### src/rtl/histo_frame_sched.sv
// histo_frame_sched
//   Runs the pixel histogram engine through alternating acquire and readout
//   phases, one sensor frame at a time. During acquire, the engine accumulates
//   (histo_rw=1). During readout, it is swept bin by bin in read/clear mode, and
//   each count is streamed out behind a header word.
//
// Ports
//   clk, rst          clock, synchronous active-high reset
//   enable            level: schedule new acquisitions
//   skip_frames       frames ignored between acquisitions
//   frame_valid,
//   line_valid        sensor timing
//   histo_rw          engine mode: 1 accumulate, 0 read/clear
//   histo_bin         engine bin address during readout
//   histo_data        engine count for the addressed bin
//   out_data/valid/
//   ready/last        packet stream: header followed by NBINS count words
//   busy              not idle
//   frame_id          completed acquisitions (wraps)
//   err_mismatch      sticky: sum of bin counts differs from the pixel count
//   missed_frames     saturating count of frame starts lost to readout
module histo_frame_sched #(
  parameter int         NBINS   = 1024,
  parameter int         RD_LAT  = 4,
  parameter int         SETTLE  = 6,
  parameter logic [7:0] HDR_TAG = 8'hA5,
  parameter int         BW      = $clog2(NBINS)
) (
  input  logic          clk,
  input  logic          rst,
  input  logic          enable,
  input  logic [7:0]    skip_frames,
  input  logic          frame_valid,
  input  logic          line_valid,
  output logic          histo_rw,
  output logic [BW-1:0] histo_bin,
  input  logic [23:0]   histo_data,
  output logic [31:0]   out_data,
  output logic          out_valid,
  input  logic          out_ready,
  output logic          out_last,
  output logic          busy,
  output logic [15:0]   frame_id,
  output logic          err_mismatch,
  output logic [7:0]    missed_frames
);

  localparam int CMAX = (SETTLE > RD_LAT) ? SETTLE : RD_LAT;
  localparam int CW   = $clog2(CMAX + 1);

  typedef enum logic [2:0] {
    S_IDLE, S_ARM, S_ACQ, S_SETTLE, S_HDR, S_RD
  } state_t;

  state_t          state_q, state_d;
  logic            fv_q, fv_d;
  logic [7:0]      skip_q, skip_d;
  logic [31:0]     pix_q, pix_d;
  logic [31:0]     sum_q, sum_d;
  logic [CW-1:0]   cnt_q, cnt_d;
  logic [BW-1:0]   bin_q, bin_d;
  logic [31:0]     out_data_q, out_data_d;
  logic            out_valid_q, out_valid_d;
  logic            out_last_q, out_last_d;
  logic [15:0]     frame_id_q, frame_id_d;
  logic            err_q, err_d;
  logic [7:0]      missed_q, missed_d;

  logic fstart, fend, xfer, readout;

  always_comb begin
    state_d     = state_q;
    fv_d        = frame_valid;
    skip_d      = skip_q;
    pix_d       = pix_q;
    sum_d       = sum_q;
    cnt_d       = cnt_q;
    bin_d       = bin_q;
    out_data_d  = out_data_q;
    out_valid_d = out_valid_q;
    out_last_d  = out_last_q;
    frame_id_d  = frame_id_q;
    err_d       = err_q;
    missed_d    = missed_q;

    fstart  = frame_valid & ~fv_q;
    fend    = ~frame_valid & fv_q;
    xfer    = out_valid_q & out_ready;
    readout = (state_q == S_SETTLE) || (state_q == S_HDR) || (state_q == S_RD);

    // Frames that start while the engine is busy reading out are lost; count them.
    if (readout && fstart && (missed_q != 8'hFF))
      missed_d = missed_q + 8'd1;

    case (state_q)
      S_IDLE: begin
        if (enable) begin
          state_d = S_ARM;
          skip_d  = skip_frames;
        end
      end
      S_ARM: begin
        // Only a fresh rising edge arms acquisition, so a frame already in
        // flight on entry is never half-captured.
        if (!enable) begin
          state_d = S_IDLE;
        end else if (fstart) begin
          if (skip_q != 8'd0) begin
            skip_d = skip_q - 8'd1;
          end else begin
            state_d = S_ACQ;
            pix_d   = '0;
            sum_d   = '0;
          end
        end
      end
      S_ACQ: begin
        if (line_valid && frame_valid)
          pix_d = pix_q + 32'd1;
        if (fend) begin
          state_d = S_SETTLE;
          cnt_d   = '0;
          bin_d   = '0;
        end
      end
      S_SETTLE: begin
        // Let the engine's rw pipeline drain before the first read address.
        if (cnt_q == CW'(SETTLE - 1)) begin
          state_d     = S_HDR;
          out_valid_d = 1'b1;
          out_last_d  = 1'b0;
          out_data_d  = {HDR_TAG, frame_id_q, 8'h00};
        end else begin
          cnt_d = cnt_q + 1'b1;
        end
      end
      S_HDR: begin
        if (xfer) begin
          state_d     = S_RD;
          out_valid_d = 1'b0;
          bin_d       = '0;
          cnt_d       = '0;
        end
      end
      S_RD: begin
        if (!out_valid_q) begin
          // Wait out the engine read latency for the current bin address.
          if (cnt_q == CW'(RD_LAT)) begin
            out_valid_d = 1'b1;
            out_data_d  = {8'h00, histo_data};
            out_last_d  = (bin_q == BW'(NBINS - 1));
            sum_d       = sum_q + {8'h00, histo_data};
          end else begin
            cnt_d = cnt_q + 1'b1;
          end
        end else if (xfer) begin
          out_valid_d = 1'b0;
          out_last_d  = 1'b0;
          if (out_last_q) begin
            frame_id_d = frame_id_q + 16'd1;
            if (sum_q != pix_q)
              err_d = 1'b1;
            bin_d = '0;
            if (enable) begin
              state_d = S_ARM;
              skip_d  = skip_frames;
            end else begin
              state_d = S_IDLE;
            end
          end else begin
            bin_d = bin_q + 1'b1;
            cnt_d = '0;
          end
        end
      end
      default: state_d = S_IDLE;
    endcase
  end

  always_ff @(posedge clk) begin
    if (rst) begin
      state_q     <= S_IDLE;
      fv_q        <= 1'b0;
      skip_q      <= '0;
      pix_q       <= '0;
      sum_q       <= '0;
      cnt_q       <= '0;
      bin_q       <= '0;
      out_data_q  <= '0;
      out_valid_q <= 1'b0;
      out_last_q  <= 1'b0;
      frame_id_q  <= '0;
      err_q       <= 1'b0;
      missed_q    <= '0;
    end else begin
      state_q     <= state_d;
      fv_q        <= fv_d;
      skip_q      <= skip_d;
      pix_q       <= pix_d;
      sum_q       <= sum_d;
      cnt_q       <= cnt_d;
      bin_q       <= bin_d;
      out_data_q  <= out_data_d;
      out_valid_q <= out_valid_d;
      out_last_q  <= out_last_d;
      frame_id_q  <= frame_id_d;
      err_q       <= err_d;
      missed_q    <= missed_d;
    end
  end

  // Engine stays in accumulate mode everywhere except settle and readout.
  assign histo_rw      = !((state_q == S_SETTLE) || (state_q == S_HDR) || (state_q == S_RD));
  assign histo_bin     = bin_q;
  assign out_data      = out_data_q;
  assign out_valid     = out_valid_q;
  assign out_last      = out_last_q;
  assign busy          = (state_q != S_IDLE);
  assign frame_id      = frame_id_q;
  assign err_mismatch  = err_q;
  assign missed_frames = missed_q;

endmodule

### config.mk
export PLATFORM = sky130hd
export DESIGN_NAME = histo_frame_sched
export DESIGN_NICKNAME = d
export VERILOG_FILES = /design/src/rtl/histo_frame_sched.sv
export SDC_FILE = /design/constraint.sdc
export NUM_CORES = 1
export LEC_CHECK = 0
export ABC_AREA = 1
export BUFFER_PORTS_ARGS = -buffer_cell sky130_fd_sc_hd__buf_2
export CAP_MARGIN = 15
export CORE_MARGIN = 2
export CORE_UTILIZATION = 24
export DETAILED_ROUTE_END_ITERATION = 10
export GPL_TIMING_DRIVEN = 0
export HOLD_SLACK_MARGIN = 0.08
export PLACE_DENSITY = 0.47
export REMOVE_ABC_BUFFERS = 1
export SLEW_MARGIN = 0
export SYNTH_ARGS = -nofsm -noshare
export SYNTH_HDL_FRONTEND = slang
export SYNTH_SLANG_ARGS = --single-unit
### constraint.sdc
create_clock -name clk -period 2.1 [get_ports clk]
set_input_delay 0.315 -clock clk [delete_from_list [all_inputs] [get_ports clk]]
set_output_delay 0.315 -clock clk [all_outputs]
set_load 0.005 [all_outputs]
==> results of run 1 <==
[layer usage]
| layer | track usage [%] | part of all wire [%] | wire (um) | vias up |
|---|---|---|---|---|
| met2 | 24.8 | 45 | 14000 | 245 |
| li1 | - | - | - | 5079 |
| met1 | 21.9 | 49 | 15400 | 4503 |
| met5 | 0 | 0 | 0 | - |
| met4 | 4.78 | 1.6 | 517 | 0 |
| met3 | 2.27 | 4.5 | 1410 | 28 |
[placed cells by master (no fill, tap or decap), types with 4 or more instances in the layout]
| cell type | synthesis | layout |
|---|---|---|
| inv_1 | 193 | 188 |
| nand2_2 | 5 | 12 |
| ha_4 | 0 | 10 |
| buf_2 | 15 | 103 |
| a21o_1 | 4 | 4 |
| dfxtp_2 | 0 | 4 |
| nand3b_1 | 4 | 4 |
| nor3_1 | 39 | 37 |
| inv_6 | 0 | 5 |
| dfxtp_1 | 141 | 136 |
| o21ai_1 | 7 | 8 |
| o21ai_0 | 64 | 62 |
| buf_4 | 8 | 25 |
| conb_1 | 1 | 4 |
| a21boi_0 | 7 | 7 |
| nor3b_1 | 5 | 5 |
| inv_2 | 13 | 11 |
| nor2_1 | 149 | 133 |
| xor2_1 | 23 | 23 |
| nand4_1 | 26 | 26 |
| nor2_2 | 5 | 17 |
| clkbuf_16 | 0 | 17 |
| ha_1 | 35 | 24 |
| nand2_1 | 451 | 439 |
| a21oi_1 | 118 | 118 |
| a31oi_1 | 19 | 19 |
| or2_2 | 8 | 8 |
| nand3_1 | 99 | 97 |
| nor2_4 | 3 | 10 |
| clkinv_2 | 0 | 5 |
| xnor2_1 | 15 | 15 |
| nand2_4 | 0 | 4 |
[kinds of logic after synthesis]
kind of cell	Yosys count	share of synthesized area, %
buf+inv	251	10.6
other cells	1	0.0402
simple gates	808	37.0
xor+xnor	38	3.57
flops	141	30.2
fa+ha+maj	36	4.91
compound gates	233	13.5
mux	1	0.107
[registers in the layout, summed over array words and instances (netlist names), 3 cells and up]
signal	flops
skip_q	8
histo_bin	10
state_q	3
frame_id	16
cnt_q	3
pix_q	32
missed_frames	8
out_data	25
sum_q	32
[through the flow]
stage               worst slack [ns]  total power (uW)  cell area (um2)
finish                        0.0877              8820            11500
global route                 -0.0175              9400            11500
CTS                           0.0209              8750            11200
detailed placement            -0.989              5300            10300
global placement               -2.39              5290            10300
floorplan                    -0.0105              4560             9140
[critical path, delay by kind of cell (launching register included)]
kind	cells	cell delay, ns
flops	1	0.42
simple gates	7	0.90
buf+inv	4	0.51
compound gates	1	0.10
[worst paths after layout]
check	endpoint	slack (ns)	from
hold reg to reg	out_data[6]	0.46	out_data[6]
setup / recovery	pix_q[2]	0.09	state_q[1]
setup reg to reg	pix_q[2]	0.09	state_q[1]
hold / removal	fv_q	0.13	frame_valid
[power by group through the flow]
stage / clock network [uW] / registers (uW) / logic (uW)
after floorplan: 0 / 3090 / 1470
after global routing: 3200 / 3140 / 3060
final: 2990 / 3110 / 2720
after CTS: 3100 / 3100 / 2550
after detailed placement: 0 / 3120 / 2180
after global placement: 0 / 3110 / 2170
[final cells by class]
class | count | area (um2)
Tap cell | 518 | 648
Sequential cell | 141 | 2830
Clock inverter | 13 | 115
Timing Repair Buffer | 132 | 774
Inverter | 208 | 823
Fill cell | 4320 | 27100
Multi-Input combinational cell | 1123 | 5860
Clock buffer | 19 | 443
[repair_timing]
item                                    CTS  global route
gates resized for setup                  35            61
gates cloned                              3             0
endpoints found under the setup margin  130            96
buffers inserted                         18            10
pin swaps                                 6             6
==> impl_metrics.csv, run 1 <==
group,metric,value,unit
place,placed_cells,2091,
power,p_leak,0.00511,uW
critical_path,arrival,2.39,ns
cts,numCtsBuffers,17,
cells_and_area,final_util,29.8,%
power,p_sw,3350,uW
yosys,synth_flop_cell,"dfxtp_1",
critical_path,cp-start-kind,"flip-flop",
critical_path,critPathMaxStageDelay,0.42,ns
critical_path,ff2ff_path_depth,12,
yosys,synth_area,9340,um2
yosys,synth.most_common_cell,"nand2_1",
critical_path,crit_type,"flip-flop to flip-flop",
grt,grt_pass1_wl,49900,um
yosys,ys_top_cells_by_count,"451 x nand2_1, 193 x inv_1, 149 x nor2_1, 141 x dfxtp_1, 118 x a21oi_1",
floorplanning,coreArea,38600,um2
place,port_buffers,104,
grt,grt_pass1_vias,9122,
timing,fin_skew,0.0106,ns
timing,worst_pin_slew,0.872,ns
grt,antenna_found_initial,1,
yosys,synth_top_area_cell,"dfxtp_1",
timing,min_period_over_period,95.8,%
critical_path,required,2.48,ns
cells_and_area,antennaDiodeCount,0,
timing,setup-violations-final,0,
floorplanning,boundaryPins,109,
yosys,synthCells,1509,
yosys,ys_ff_latch,141,
floorplanning,die_x,201,um
critical_path,crit_chain,"inv_2, nand2_4, inv_4, nand2_8, o21ai_1, nand2_2, nor2_4, nand2_1, nand2_4, buf_4, buf_4, nor3_1",
power,switching_share,38.0,%
routing,wl_per_cell,14.6,um
grt,grtUsageTotal,15.6,%
timing,max_freq,0.497,GHz
timing,setup_tns,0,ns
cts,cts_tree,"done",
yosys,post_synth.cell_area_avg,6.19,um2
place,gp_congestion,0.877,
cts,insertion_delay,0.45,ns
min_path,min_path_cells,3,
timing,period_minus_slack,2.01,ns
min_path,hold_class,"input port to flip-flop",
place,place_hpwl,22400,um
power,power_density,767,nW/um2
yosys,async_flop_share,0,%
cts,cts.sinks,141,
timing,hold_slack,0.129,ns
timing,finalMaxSlewViolations,0,
cells_and_area,area_growth,23.2,%
timing,finalHoldViolCount,0,
cells_and_area,layout.cells.non_filler,2154,
floorplanning,start_util,24.2,%
routing,detail_route.iter0.violations,749,
routing,vias,9855,
critical_path,crit_slowest_cell,"dfxtp_1",
cts,htreeDepth,4,
power,seqPwrFrac,35.2,%
cts,cts_hold_buf,0,
routing,totalWireLength,31400,um
run,maxCapViolCount,0,
cells_and_area,nets,1697,
yosys,yosysWarnings,0,
floorplanning,die_h,201,um
yosys,ys_types,50,
floorplanning,die_area,40500,um2
run_status,status,"finished clean",
cts,cts-root-buf,"clkbuf_16",
cts,clk_pin_slew,0.07,ns
floorplanning,rows,72,
critical_path,crit_path_end_kind,"flip-flop",
critical_path,worst-path-max-fanout,18,
routing,dr.pass1.iters,5,
timing,slew_headroom,41.8,%
yosys,post-synth-top-area-fraction,30.2,%
timing,grt_setup_unrepaired,"yes",
routing,viasPerCell,4.58,
power,intPower,5470,uW
routing,antenna_left,0,
yosys,ys_seq_area_share,30.2,%
routing,drc_errors,0,
cells_and_area,drive_gt1_share,16.2,%
power,power_frac_comb,30.8,%
yosys,synth_edf_count,0,
grt,grt-ovfl-total,0,
power,clkPwrFrac,33.9,%
grt,grt_start_max_net_pins,66,
power,irDropWorstVdd,0.000586,V
cts,clockBufferDepth,2,
yosys,synth.area.top_cells,"dfxtp_1 30%, nand2_1 18%, inv_1 7.8%",
No activity file was read; power rests on OpenSTA's default activity.
==> run 2, diff against run 1 <==
==> constraint.sdc (replaced) <==
create_clock -name clk -period 2.35 [get_ports clk]
set_input_delay 0.3525 -clock clk [delete_from_list [all_inputs] [get_ports clk]]
set_output_delay 0.3525 -clock clk [all_outputs]
set_load 0.005 [all_outputs]
==> run 2 against run 1 <==
Sequential share of layout area grew 0.96 points. Clock skew about the same. Utilization fell by 1.2 points. Final area decreased by 4.0%. Critical path type unchanged. Critical endpoint is now pix_q[20].
==> impl_metrics.csv, run 2 (synthesis results as in run 1) <==
group,metric,value,unit
critical_path,cp-start-kind,"flip-flop",
critical_path,ff2ff_path_depth,14,
timing,min_period_over_period,94.5,%
critical_path,crit_type,"flip-flop to flip-flop",
grt,grt_pass1_vias,9070,
timing,period_minus_slack,2.22,ns
routing,dr.pass1.iters,5,
power,power_frac_comb,28.3,%
floorplanning,die_area,40500,um2
power,intPower,4700,uW
min_path,hp-start,"frame_valid",
min_path,hold_end,"fv_q",
routing,antenna_left,0,
min_path,hold_class,"input port to flip-flop",
critical_path,required,2.70,ns
cells_and_area,layout.cells.non_filler,2134,
floorplanning,start_util,24.2,%
cells_and_area,n_fill_cell,4362,
run,maxCapViolCount,0,
grt,antenna_found_initial,1,
cts,cts_tree,"done",
floorplanning,die_h,201,um
grt,grt_start_max_net_pins,66,
timing,finalHoldViolCount,0,
power,switching_share,38.0,%
routing,vias,9712,
power,p_leak,0.00498,uW
routing,detail_route.iter0.violations,688,
cts,cts.sinks,141,
cts,cts-root-buf,"clkbuf_16",
timing,setup-violations-final,0,
routing,wl_per_cell,14.4,um
cells_and_area,mostFrequentLayoutCells,"447 x nand2_1, 192 x inv_1, 146 x nor2_1",
cells_and_area,antennaDiodeCount,0,
power,clkPwrFrac,35.3,%
power,seqPwrFrac,36.4,%
place,placed_cells,2091,
min_path,min_path_cells,3,
critical_path,arrival,2.57,ns
place,port_buffers,104,
cts,clockBufferDepth,2,
floorplanning,rows,72,
cells_and_area,final_common_cell,"nand2_1",
critical_path,crit_path_end_kind,"flip-flop",
cts,insertion_delay,0.45,ns
routing,drc_errors,0,
place,gp_congestion,0.877,
critical_path,reg2reg_slack,0.13,ns
power,power.total,7580,uW
place,place_hpwl,22400,um
critical_path,worst-path-max-fanout,18,
grt,grtUsageTotal,15.5,%
grt,grt_pass1_wl,49600,um
critical_path,r2r-start,"state_q[1]",
cells_and_area,area_growth,18.3,%
routing,totalWireLength,30800,um
power,irDropWorstVdd,0.000516,V
cells_and_area,nets,1677,
floorplanning,die_x,201,um
cts,clk_pin_slew,0.07,ns
timing,slew_headroom,44.1,%
floorplanning,coreArea,38600,um2
timing,finalMaxSlewViolations,0,
grt,grt-ovfl-total,0,
run_status,status,"finished clean",
timing,max_freq,0.451,GHz
timing,fin_skew,0.0108,ns
power,power_density,687,nW/um2
cts,numCtsBuffers,17,
cells_and_area,drive_gt1_share,12.4,%
power,p_sw,2880,uW
routing,viasPerCell,4.55,
floorplanning,boundaryPins,109,
critical_path,rr_endpoint,"pix_q[20]",
cts,htreeDepth,4,
cts,cts_hold_buf,0,
timing,setup_tns,0,ns
timing,worst_pin_slew,0.838,ns
==> run 2: how the worst max path moves through the flow <==
| stage | startpoint | endpoint | slack (ns) |
|---|---|---|---|
| global placement | rst | pix_q[20] | -2.18 |
| CTS | state_q[1] | pix_q[20] | 0.008 |
| finish | state_q[1] | pix_q[20] | 0.13 |
| global route | state_q[1] | pix_q[20] | -0.003 |
| floorplan | state_q[1] | pix_q[20] | 0.24 |
| detailed placement | rst | pix_q[20] | -0.78 |
==> run 2: timing repair <==
| item | 4_1_cts | 5_1_grt |
|---|---|---|
| gates cloned | 3 | 0 |
| setup endpoints to repair | 111 | 38 |
| gates resized for setup | 14 | 13 |
| buffers inserted | 6 | 2 |
| pin swaps | 4 | 2 |
==> run 2: metal layers <==
layer  share of wire (%)  GRT usage (%)  vias up  wire, um
li1                    -              -     5035         -
met1                  49           21.8     4421     15200
met2                  44           24.3      226     13600
met3                 4.6           2.33       30      1410
met4                 2.0           5.09        0       619
met5                   0              0        -         0
==> run 2: per-stage QoR <==
stage	utilization [%]	instance area, um2	hold WS [ns]	setup WS [ns]
CTS	28.5	11000	0.144	0.00823
detailed placement	26.7	10300	0.452	-0.777
finish	28.6	11000	0.161	0.130
floorplan	-	9140	0.422	0.240
global placement	26.7	10300	0.446	-2.18
global route	28.6	11000	0.175	-0.00341
==> run 2: power groups by stage <==
stage | Sequential (uW) | Combinational, uW | Clock, uW
floorplan | 2760 | 1320 | 0
global placement | 2780 | 1940 | 0
detailed placement | 2790 | 1950 | 0
CTS | 2760 | 2090 | 2770
global route | 2790 | 2430 | 2860
finish | 2760 | 2140 | 2680
==> run 2: worst max-delay path, stage by stage (launching register included) <==
cell,delay (ns)
dfxtp_1,0.35
inv_2,0.15
nand2_4,0.12
inv_2,0.11
nand2_4,0.15
o21ai_1,0.14
nand2_2,0.13
nor2_4,0.14
nand2_1,0.07
nand2_2,0.30
inv_8,0.12
nand2_1,0.10
o21ai_0,0.11
nand2_1,0.08
inv_1,0.03
==> run 2: layout make-up <==
class | count | area (um2) | area share [%]
clock buffers | 19 | 443 | 4.01
repair buffers | 112 | 591 | 5.35
multi-input cells | 1123 | 5620 | 50.9
flip-flops and latches | 141 | 2830 | 25.6
clock inverters | 13 | 115 | 1.04
inverters | 208 | 796 | 7.21
well taps | 518 | 648 | 5.87
==> run 3, diff against run 2 <==
==> constraint.sdc (replaced) <==
create_clock -name clk -period 2.35 [get_ports clk]
set_input_delay 0.235 -clock clk [delete_from_list [all_inputs] [get_ports clk]]
set_output_delay 0.235 -clock clk [all_outputs]
set_load 0.005 [all_outputs]
==> run 3 against run 2 <==
Clock power is essentially flat. Combinational power is essentially flat. Via count grew 0.56%. Utilization grew 0.58 points. Sequential cell count is the same. Global-route usage grew 0.069 points. Sequential share of layout area shrank 0.51 points. Sequential power is essentially flat. Wire length grew 0.64%. Critical path depth shrank 2. First-iteration DRC count shrank 8.0%. Fmax grew 0.81%. Highest routed layer unchanged.
==> impl_metrics.csv, run 3 (synthesis results as in run 1) <==
group,metric,value,unit
run_status,status,"finished clean",
min_path,hold_class,"input port to flip-flop",
place,port_buffers,104,
grt,antenna_found_initial,1,
cells_and_area,mostFrequentLayoutCells,"447 x nand2_1, 191 x inv_1, 146 x nor2_1",
timing,slew_headroom,42.1,%
routing,vias,9766,
critical_path,crit_type,"input port to flip-flop",
cells_and_area,nets,1698,
grt,grt_pass1_wl,49900,um
routing,detail_route.iter0.violations,633,
run,maxCapViolCount,0,
timing,fin_skew,0.00910,ns
floorplanning,die_area,40500,um2
critical_path,critPathTopFamily,"simple AND/OR/NAND/NOR gates",
floorplanning,die_x,201,um
place,placed_cells,2091,
cells_and_area,layout.cells.non_filler,2155,
cts,htreeDepth,4,
routing,drc_errors,0,
cts,numCtsBuffers,17,
cts,cts-root-buf,"clkbuf_16",
critical_path,worst-path-max-fanout,5,
timing,min_period_over_period,93.7,%
critical_path,crit_end,"sum_q[22]",
critical_path,crit_path_frequent_cell,"nand3_1",
routing,totalWireLength,31000,um
cells_and_area,n_fill_cell,4336,
place,place_hpwl,22400,um
floorplanning,coreArea,38600,um2
place,gp_congestion,0.877,
cells_and_area,drive_gt1_share,12.3,%
cells_and_area,antennaDiodeCount,0,
routing,viasPerCell,4.53,
timing,setup_tns,0,ns
timing,finalHoldViolCount,0,
critical_path,reg2reg_slack,0.17,ns
critical_path,setup.worst_path.start,"histo_data[19]",
floorplanning,boundaryPins,109,
cts,cts_tree,"done",
critical_path,r2r-start,"state_q[1]",
cts,insertion_delay,0.45,ns
critical_path,arrival,2.51,ns
cts,clk_pin_slew,0.07,ns
critical_path,cp-start-kind,"input port",
critical_path,crit_buf_inv,3,
grt,grt_pass1_vias,9152,
timing,grt_setup_unrepaired,"no",
critical_path,required,2.66,ns
power,power.total,7620,uW
grt,grt-ovfl-total,0,
place,pre_cts_slack,-0.662,ns
power,p_leak,0.00508,uW
critical_path,rr_endpoint,"pix_q[19]",
timing,fin_ws,0.148,ns
critical_path,crit_path_end_kind,"flip-flop",
cts,clockBufferDepth,2,
critical_path,crit_chain,"dlygate4sd3_1, buf_2, ha_1, nand2_1, nor2_1, inv_1, nor2_1, nand3_1, nand3_1, nand2_1, nand3_1, a21oi_1",
floorplanning,die_h,201,um
timing,setup-violations-final,0,
timing,period_minus_slack,2.20,ns
routing,wl_per_cell,14.4,um
cells_and_area,final_common_cell,"nand2_1",
critical_path,critPathMaxStageDelay,0.53,ns
grt,grt_start_max_net_pins,66,
routing,antenna_left,0,
routing,dr.pass1.iters,5,
power,power_density,676,nW/um2
grt,grtUsageTotal,15.6,%
cts,cts.sinks,141,
cells_and_area,area_growth,20.7,%
critical_path,crit_slowest_cell,"dlygate4sd3_1",
critical_path,path_depth,12,
critical_path,ff2ff_path_depth,13,
timing,finalMaxSlewViolations,0,
floorplanning,start_util,24.2,%
power,irDropWorstVdd,0.000516,V
timing,max_freq,0.454,GHz
floorplanning,rows,72,
timing,worst_pin_slew,0.867,ns
run 3: changes by cell type in the layout (fill, tap and decap cells not counted), sizes merged:
cell         previous run  this run
dlygate4sd3             0        21
run 3: per-stage QoR:
| stage | util [%] | instance area, um2 | hold WS, ns |
|---|---|---|---|
| after floorplan | - | 9140 | 0.304 |
| after global placement | 26.7 | 10300 | 0.446 |
| after detailed placement | 26.7 | 10300 | 0.452 |
| after CTS | 29.0 | 11200 | 0.0821 |
| after global routing | 29.2 | 11300 | 0.0962 |
| final | 29.2 | 11300 | 0.102 |
run 3: cell type report:
class,instances,area (um2),area share [%]
timing repair buffer,133,801,7.11
tap,518,648,5.75
sequential,141,2830,25.1
clock inverter,13,115,1.02
multi-input combinational,1123,5640,50.0
inverter,208,796,7.06
clock buffer,19,443,3.93
run 3: worst min-delay path by stage:
stage                              start            to  slack [ns]  cells past startpoint
after CTS                 histo_data[12]  out_data[12]        0.08                      3
after detailed placement     out_data[6]   out_data[6]        0.45                      2
final                     histo_data[17]  out_data[17]        0.10                      3
after global placement       out_data[5]   out_data[5]        0.45                      2
after global routing      histo_data[12]  out_data[12]         0.1                      3
after floorplan                      rst      cnt_q[2]        0.30                      1
run 3: tightest hold or removal path: cells and delay by family:
kind	cells	cell delay (ns)
buffers and inverters	1	0.12
and+or+nand+nor	1	0.07
AOI/OAI and AO/OA	1	0.07
run 3: routing by layer:
layer  GRT usage (%)  share of wire (%)  up-vias
met2            24.6                 44      209
met4            5.09                1.8        0
met5               0                  0        -
met1            21.8                 50     4459
met3            2.32                3.7       26
li1                -                  -     5072
run 3: repair_timing:
item,in CTS,in global routing
buffers inserted,6,2
hold endpoints to repair,21,0
endpoints found under the setup margin,111,40
cloned,3,0
gates resized for setup,14,17
pin swaps,4,2
hold buffers,21,0
run 3: power by group:
part           internal [uW]  switching [uW]  total, uW
Sequential              2570             191       2770
Combinational            661            1510       2170
Clock                   1490            1190       2670
Total                   4720            2890       7620
